File: src/rtl/dmem_arbiter.sv
// Two-port arbiter for the single-port data memory (port 0 = CPU, port 1 = loader/debug).
// Define DMEM_ARB_RR_EN for round-robin contention; default build is fixed priority to port 0.
module dmem_arbiter #(
  parameter int ADDR_WIDTH = 32,
  parameter int DATA_WIDTH = 32,
  parameter int MEM_AW     = 15,
  parameter int LOCK_MAX   = 16
) (
  input  logic                  clk,
  input  logic                  rst,
  input  logic                  p0_req,
  input  logic                  p0_we,
  input  logic [3:0]            p0_wmask,
  input  logic [ADDR_WIDTH-1:0] p0_addr,
  input  logic [DATA_WIDTH-1:0] p0_wdata,
  input  logic                  p0_lock,
  input  logic                  p1_req,
  input  logic                  p1_we,
  input  logic [3:0]            p1_wmask,
  input  logic [ADDR_WIDTH-1:0] p1_addr,
  input  logic [DATA_WIDTH-1:0] p1_wdata,
  input  logic                  p1_lock,
  output logic                  p0_gnt,
  output logic                  p1_gnt,
  output logic                  p0_stall,
  output logic                  p0_rvalid,
  output logic [DATA_WIDTH-1:0] p0_rdata,
  output logic                  p1_rvalid,
  output logic [DATA_WIDTH-1:0] p1_rdata,
  output logic [MEM_AW-1:0]     mem_addr,
  output logic [DATA_WIDTH-1:0] mem_wdata,
  output logic [3:0]            mem_wmask,
  output logic                  mem_we,
  input  logic [DATA_WIDTH-1:0] mem_rdata
);

  localparam logic [1:0] IDLE  = 2'd0;
  localparam logic [1:0] LOCK0 = 2'd1;
  localparam logic [1:0] LOCK1 = 2'd2;

  localparam int CNT_W = $clog2(LOCK_MAX);
  // The granting IDLE cycle is the first owned cycle, so the lock ends when the
  // in-lock counter would reach LOCK_MAX-1.
  localparam logic [CNT_W-1:0] CNT_LAST = CNT_W'(LOCK_MAX - 2);

  logic [1:0]       state, state_nxt;
  logic [CNT_W-1:0] cnt, cnt_nxt;
  logic             last_gnt, last_gnt_nxt;
  logic             p0_wins_tie;
  logic             unused_addr_bits;

`ifdef DMEM_ARB_RR_EN
  assign p0_wins_tie = last_gnt;
`else
  assign p0_wins_tie = 1'b1;
`endif

  assign unused_addr_bits = ^{p0_addr[ADDR_WIDTH-1:MEM_AW], p1_addr[ADDR_WIDTH-1:MEM_AW]};

  always_comb begin
    p0_gnt = 1'b0;
    p1_gnt = 1'b0;
    if (!rst) begin
      case (state)
        LOCK0:   p0_gnt = p0_req;
        LOCK1:   p1_gnt = p1_req;
        default: begin
          if (p0_req && p1_req) begin
            p0_gnt = p0_wins_tie;
            p1_gnt = ~p0_wins_tie;
          end else begin
            p0_gnt = p0_req;
            p1_gnt = p1_req;
          end
        end
      endcase
    end
  end

  assign p0_stall = p0_req & ~p0_gnt;

  always_comb begin
    mem_addr  = '0;
    mem_wdata = '0;
    mem_wmask = '0;
    mem_we    = 1'b0;
    if (p0_gnt) begin
      mem_addr  = p0_addr[MEM_AW-1:0];
      mem_wdata = p0_wdata;
      mem_wmask = p0_wmask;
      mem_we    = p0_we;
    end else if (p1_gnt) begin
      mem_addr  = p1_addr[MEM_AW-1:0];
      mem_wdata = p1_wdata;
      mem_wmask = p1_wmask;
      mem_we    = p1_we;
    end
  end

  always_comb begin
    state_nxt    = state;
    cnt_nxt      = cnt;
    last_gnt_nxt = last_gnt;
    if (p0_gnt)      last_gnt_nxt = 1'b0;
    else if (p1_gnt) last_gnt_nxt = 1'b1;
    case (state)
      IDLE: begin
        if (p0_gnt && p0_lock) begin
          state_nxt = LOCK0;
          cnt_nxt   = '0;
        end else if (p1_gnt && p1_lock) begin
          state_nxt = LOCK1;
          cnt_nxt   = '0;
        end
      end
      LOCK0: begin
        cnt_nxt = cnt + CNT_W'(1);
        if (!p0_lock) begin
          state_nxt = IDLE;
        end else if (cnt == CNT_LAST) begin
          state_nxt    = IDLE;
          last_gnt_nxt = 1'b0;
        end
      end
      LOCK1: begin
        cnt_nxt = cnt + CNT_W'(1);
        if (!p1_lock) begin
          state_nxt = IDLE;
        end else if (cnt == CNT_LAST) begin
          state_nxt    = IDLE;
          last_gnt_nxt = 1'b1;
        end
      end
      default: state_nxt = IDLE;
    endcase
  end

  always_ff @(posedge clk) begin
    if (rst) begin
      state    <= IDLE;
      cnt      <= '0;
      last_gnt <= 1'b1;
    end else begin
      state    <= state_nxt;
      cnt      <= cnt_nxt;
      last_gnt <= last_gnt_nxt;
    end
  end

  // Read response stage: data sampled in the grant cycle, presented the next cycle
  always_ff @(posedge clk) begin
    if (rst) begin
      p0_rvalid <= 1'b0;
      p1_rvalid <= 1'b0;
      p0_rdata  <= '0;
      p1_rdata  <= '0;
    end else begin
      p0_rvalid <= p0_gnt & ~p0_we;
      p1_rvalid <= p1_gnt & ~p1_we;
      if (p0_gnt && !p0_we) p0_rdata <= mem_rdata;
      if (p1_gnt && !p1_we) p1_rdata <= mem_rdata;
    end
  end

endmodule

File: config.mk
export PLATFORM = sky130hd
export DESIGN_NAME = dmem_arbiter
export DESIGN_NICKNAME = d
export VERILOG_FILES = /design/src/rtl/dmem_arbiter.sv
export SDC_FILE = /design/constraint.sdc
export NUM_CORES = 1
export LEC_CHECK = 0
export CAP_MARGIN = 30
export CORE_AREA = 2 2 114 116
export DETAILED_ROUTE_END_ITERATION = 10
export DIE_AREA = 0 0 116 118
export PLACE_DENSITY = 0.78
export SETUP_SLACK_MARGIN = 0.15
export SYNTH_ARGS = -nofsm -noshare
export SYNTH_HDL_FRONTEND = slang
export SYNTH_SLANG_ARGS = --single-unit
export TNS_END_PERCENT = 20
File: constraint.sdc
create_clock -name clk -period 2.2 [get_ports clk]
set_input_delay 0.44 -clock clk [delete_from_list [all_inputs] [get_ports clk]]
set_output_delay 0.44 -clock clk [all_outputs]
set_load 0.02 [all_outputs]
==> results of run 1 <==
## cells in the final DEF, fill, tap and decap left out, drive strengths merged, types with 2 or more instances in the layout
| master | n |
|---|---|
| clkbuf | 11 |
| a211oi | 2 |
| clkinv | 2 |
| nor2b | 3 |
| buf | 102 |
| nand3b | 2 |
| o311ai | 3 |
| nand2b | 5 |
| nor3 | 4 |
| nand4 | 4 |
| clkdlybuf4s50 | 205 |
| dfxtp | 72 |
| clkinvlp | 2 |
| nand3 | 3 |
| bufbuf | 2 |
| o21ai | 88 |
| nand4b | 2 |
| a21oi | 64 |
| ha | 7 |
| nand2 | 210 |
| inv | 10 |
| a22o | 2 |
## flip-flops by register name, indices dropped and copies added, names as in the netlist
signal,cells
p0_rdata,32
p1_rdata,32
cnt,4
state,2
p0_rvalid,1
p1_rvalid,1
## per-layer routing
metal | vias up | GRT usage [%]
li1 | 2320 | -
met1 | 2195 | 24.05
met2 | 201 | 42.80
met3 | 24 | 6.900
met4 | 0 | 6.994
met5 | - | 0
## power by group through the flow
stage	registers (W)	logic, W	clock network [W]
final	0.00136	0.00136	0.00144
after global routing	0.00137	0.00144	0.00153
after CTS	0.00136	0.00130	0.00147
after detailed placement	0.00139	0.00112	0
after global placement	0.00139	0.00112	0
after floorplan	0.00143	0.000490	0
## cell families after synthesis
| kind of cell | after synthesis |
|---|---|
| buf+inv | 50 |
| fa+ha+maj | 7 |
| compound gates | 160 |
| flops | 72 |
| mux | 1 |
| simple gates | 238 |
## cell type report
class                   instances  area (um2)  share of cell area (%)
clock inverters                 6       67.56                  0.8584
inverters                       9       48.80                  0.6199
diodes                          1       2.502                 0.03179
well taps                     172       215.2                   2.734
flip-flops and latches         72        1444                   18.34
multi-input cells             406        2485                   31.57
clock buffers                  10       229.0                   2.909
repair buffers                311        3379                   42.93
## worst reg2reg max path, cell delays in order (launching register included)
cell	delay, ns
dfxtp_2	0.33
inv_2	0.06
ha_4	0.27
buf_4	0.14
buf_4	0.13
nor2b_1	0.13
or3_4	0.38
buf_4	0.22
nand2_1	0.09
a21oi_1	0.07
## what timing repair did
| item | in CTS | in global routing |
|---|---|---|
| setup buffers | 14 | 0 |
| gates cloned | 10 | 1 |
| pin swaps | 14 | 20 |
| hold buffers | 0 | 0 |
| setup endpoints to repair | 55 | 62 |
| gates resized for setup | 347 | 45 |
## stage by stage
step	total power, W	utilization [%]	TNS, ns
detailed placement	0.002511	55.08	-30.17
CTS	0.004136	61.79	-6.912
finish	0.004169	63.40	-7.214
floorplan	0.001923	-	0
global placement	0.002506	55.08	-29.22
global route	0.004339	63.40	-10.83
## path summary, 6_finish.rpt
check,to
worst max register to register,p0_rdata[2]
worst min-delay path,p0_rdata[4]
worst min register to register,p0_rdata[4]
worst max-delay path,mem_addr[8]
==> impl_metrics.tcl, run 1 <==
set metrics [dict create \
    status "complete, but fails checks" \
    violations "setup timing" \
    synth_top_family_by_area "simple AND/OR/NAND/NOR gates" \
    holdWs_ns 0.4535 \
    vias_per_cell 4.802 \
    setup_viol 53 \
    p_seq_share_pct 32.7 \
    rsz0062_at_grt "yes" \
    leakage_nw 3.036 \
    setup.worst_path.class "reg -> out" \
    area_delta_synth_final_pct 118.3 \
    cts_tree "built" \
    stdcell_area_mm2 0.007871 \
    reg2reg_from "state[1]" \
    gp_congestion 0.8986 \
    critical_path_required_ns 1.76 \
    synth-simple-area-share_pct 27.03 \
    min_path_type "reg -> reg" \
    swShare_pct 29.36 \
    r2r_cells 9 \
    slowest_stage "dfxtp_2" \
    cp_max_fo 10 \
    dpl-instance-area_mm2 0.006838 \
    period_share_pct 109.4 \
    hp-start "p0_rdata[4]" \
    drt_pass1_iterations 4 \
    clock.fmax_ghz 0.4154 \
    cts_root_buf "clkbuf_16" \
    relSlewSlack_pct 69.23 \
    slew_violations 0 \
    synth_cells 528 \
    clk_pin_slew_ns 0.06 \
    wl_um 16640 \
    period_minus_slack_ns 2.407 \
    muxShareOfSynthArea_pct 0.3123 \
    cap_violations 0 \
    dr.max_layer_used "met4" \
    yosys_warnings 0 \
    antenna_found_initial 1 \
    finalClockSkew_ns 0.01064 \
    hpwl_um 11010 \
    synth_cell_type_count 32 \
    num-nets-final 992 \
    htree_levels 3 \
    fillers 1013 \
    power.density_mw_per_mm2 529.6 \
    cp-end-kind "primary output" \
    num_vias 4740 \
    grt_first_pass_wirelength_um 24520 \
    pwr-share-comb_pct 32.7 \
    start_kind "register" \
    cts-buffers-inserted 9 \
    wl_per_cell_um 16.86 \
    finalNonFillerCells 987 \
    synth-xor-area-share_pct 0 \
    p_int_w 0.002945 \
    cp_top_family "buffers and inverters" \
    ys_top_cells_by_area "dfxtp_1 (40%), nand2_1 (22%), o21ai_0 (12%)" \
    drive_above_1_share_pct 26.17 \
    worstPathArrival_ns 1.97 \
    cp.depth 8 \
    io_pins 297 \
    max_stage_delay_ns 0.33 \
    peakVddDrop_mv 0.5886 \
    ys_top_cells_by_count "nand2_1 (210), o21ai_0 (83), dfxtp_1 (72), a21oi_1 (64), clkbuf_1 (25)" \
    crit_top_cell "buf_6" \
    ys.flop_type "dfxtp_1" \
    met3WireLength_um 1296 \
    io_buffer_count 262 \
    synth.cell_area_mm2 0.003606 \
    fp.dieW_um 116 \
    grt.total_usage_pct 22.88 \
    clock-sinks 72 \
    gr-total-overflow 0 \
    seq_area_frac_synth_pct 39.97 \
    avgSynthCellArea_um2 6.829 \
    async_flop_share_pct 0 \
    grt_pass1_vias 4695 \
    synth_top_area_share_pct 39.97 \
    grt_max_degree 46 \
    synth_compound_area_share_pct 23.32 \
    power.switching_w 0.001224 \
    final_antenna_net_count 0 \
    routed-wl-met2_um 8798 \
    synth_fa_ha_area_share_pct 2.429 \
    synth_seq_cells 72 \
    setup_slack_ns -0.2074 \
    coreArea_mm2 0.01241 \
    synth_top_area_cell "dfxtp_1" \
    startpoint "state[1]" \
    num_rows 41 \
    drt-met1-wl_um 6166 \
    drc 0 \
    placed_cells 945 \
    clock_latency_ns 0.33 \
    first_iter_violations 239 \
    worst_slew_pin_slew_ns 0.4616 \
    synth_edf_count 0 \
    reg2reg_slack_ns 0.25 \
    clkPwrFrac_pct 34.6 \
    dieArea_mm2 0.01369 \
    synthMostInstantiatedCell "nand2_1" \
    pre_cts_slack_ns -0.6011 \
    min_path_cells 2 \
    crit_buf_inv 4 \
    start_util_pct 29.05 \
    path_cells "inv_2, ha_4, buf_6, nand2b_4, nand3_4, bufbuf_16, o21ai_2, buf_6" \
    synth_nets 711 \
    cts_buffer_depth 2 \
    hold_viol_final 0 \
    die_h_um 118 \
]
No activity file was read; power rests on OpenSTA's default activity.
==> inputs of run 2 (changes only) <==
- CAP_MARGIN: 30 -> 15
==> results of run 2 <==
The final DEF is identical to that of run 1; final timing and power are the same.
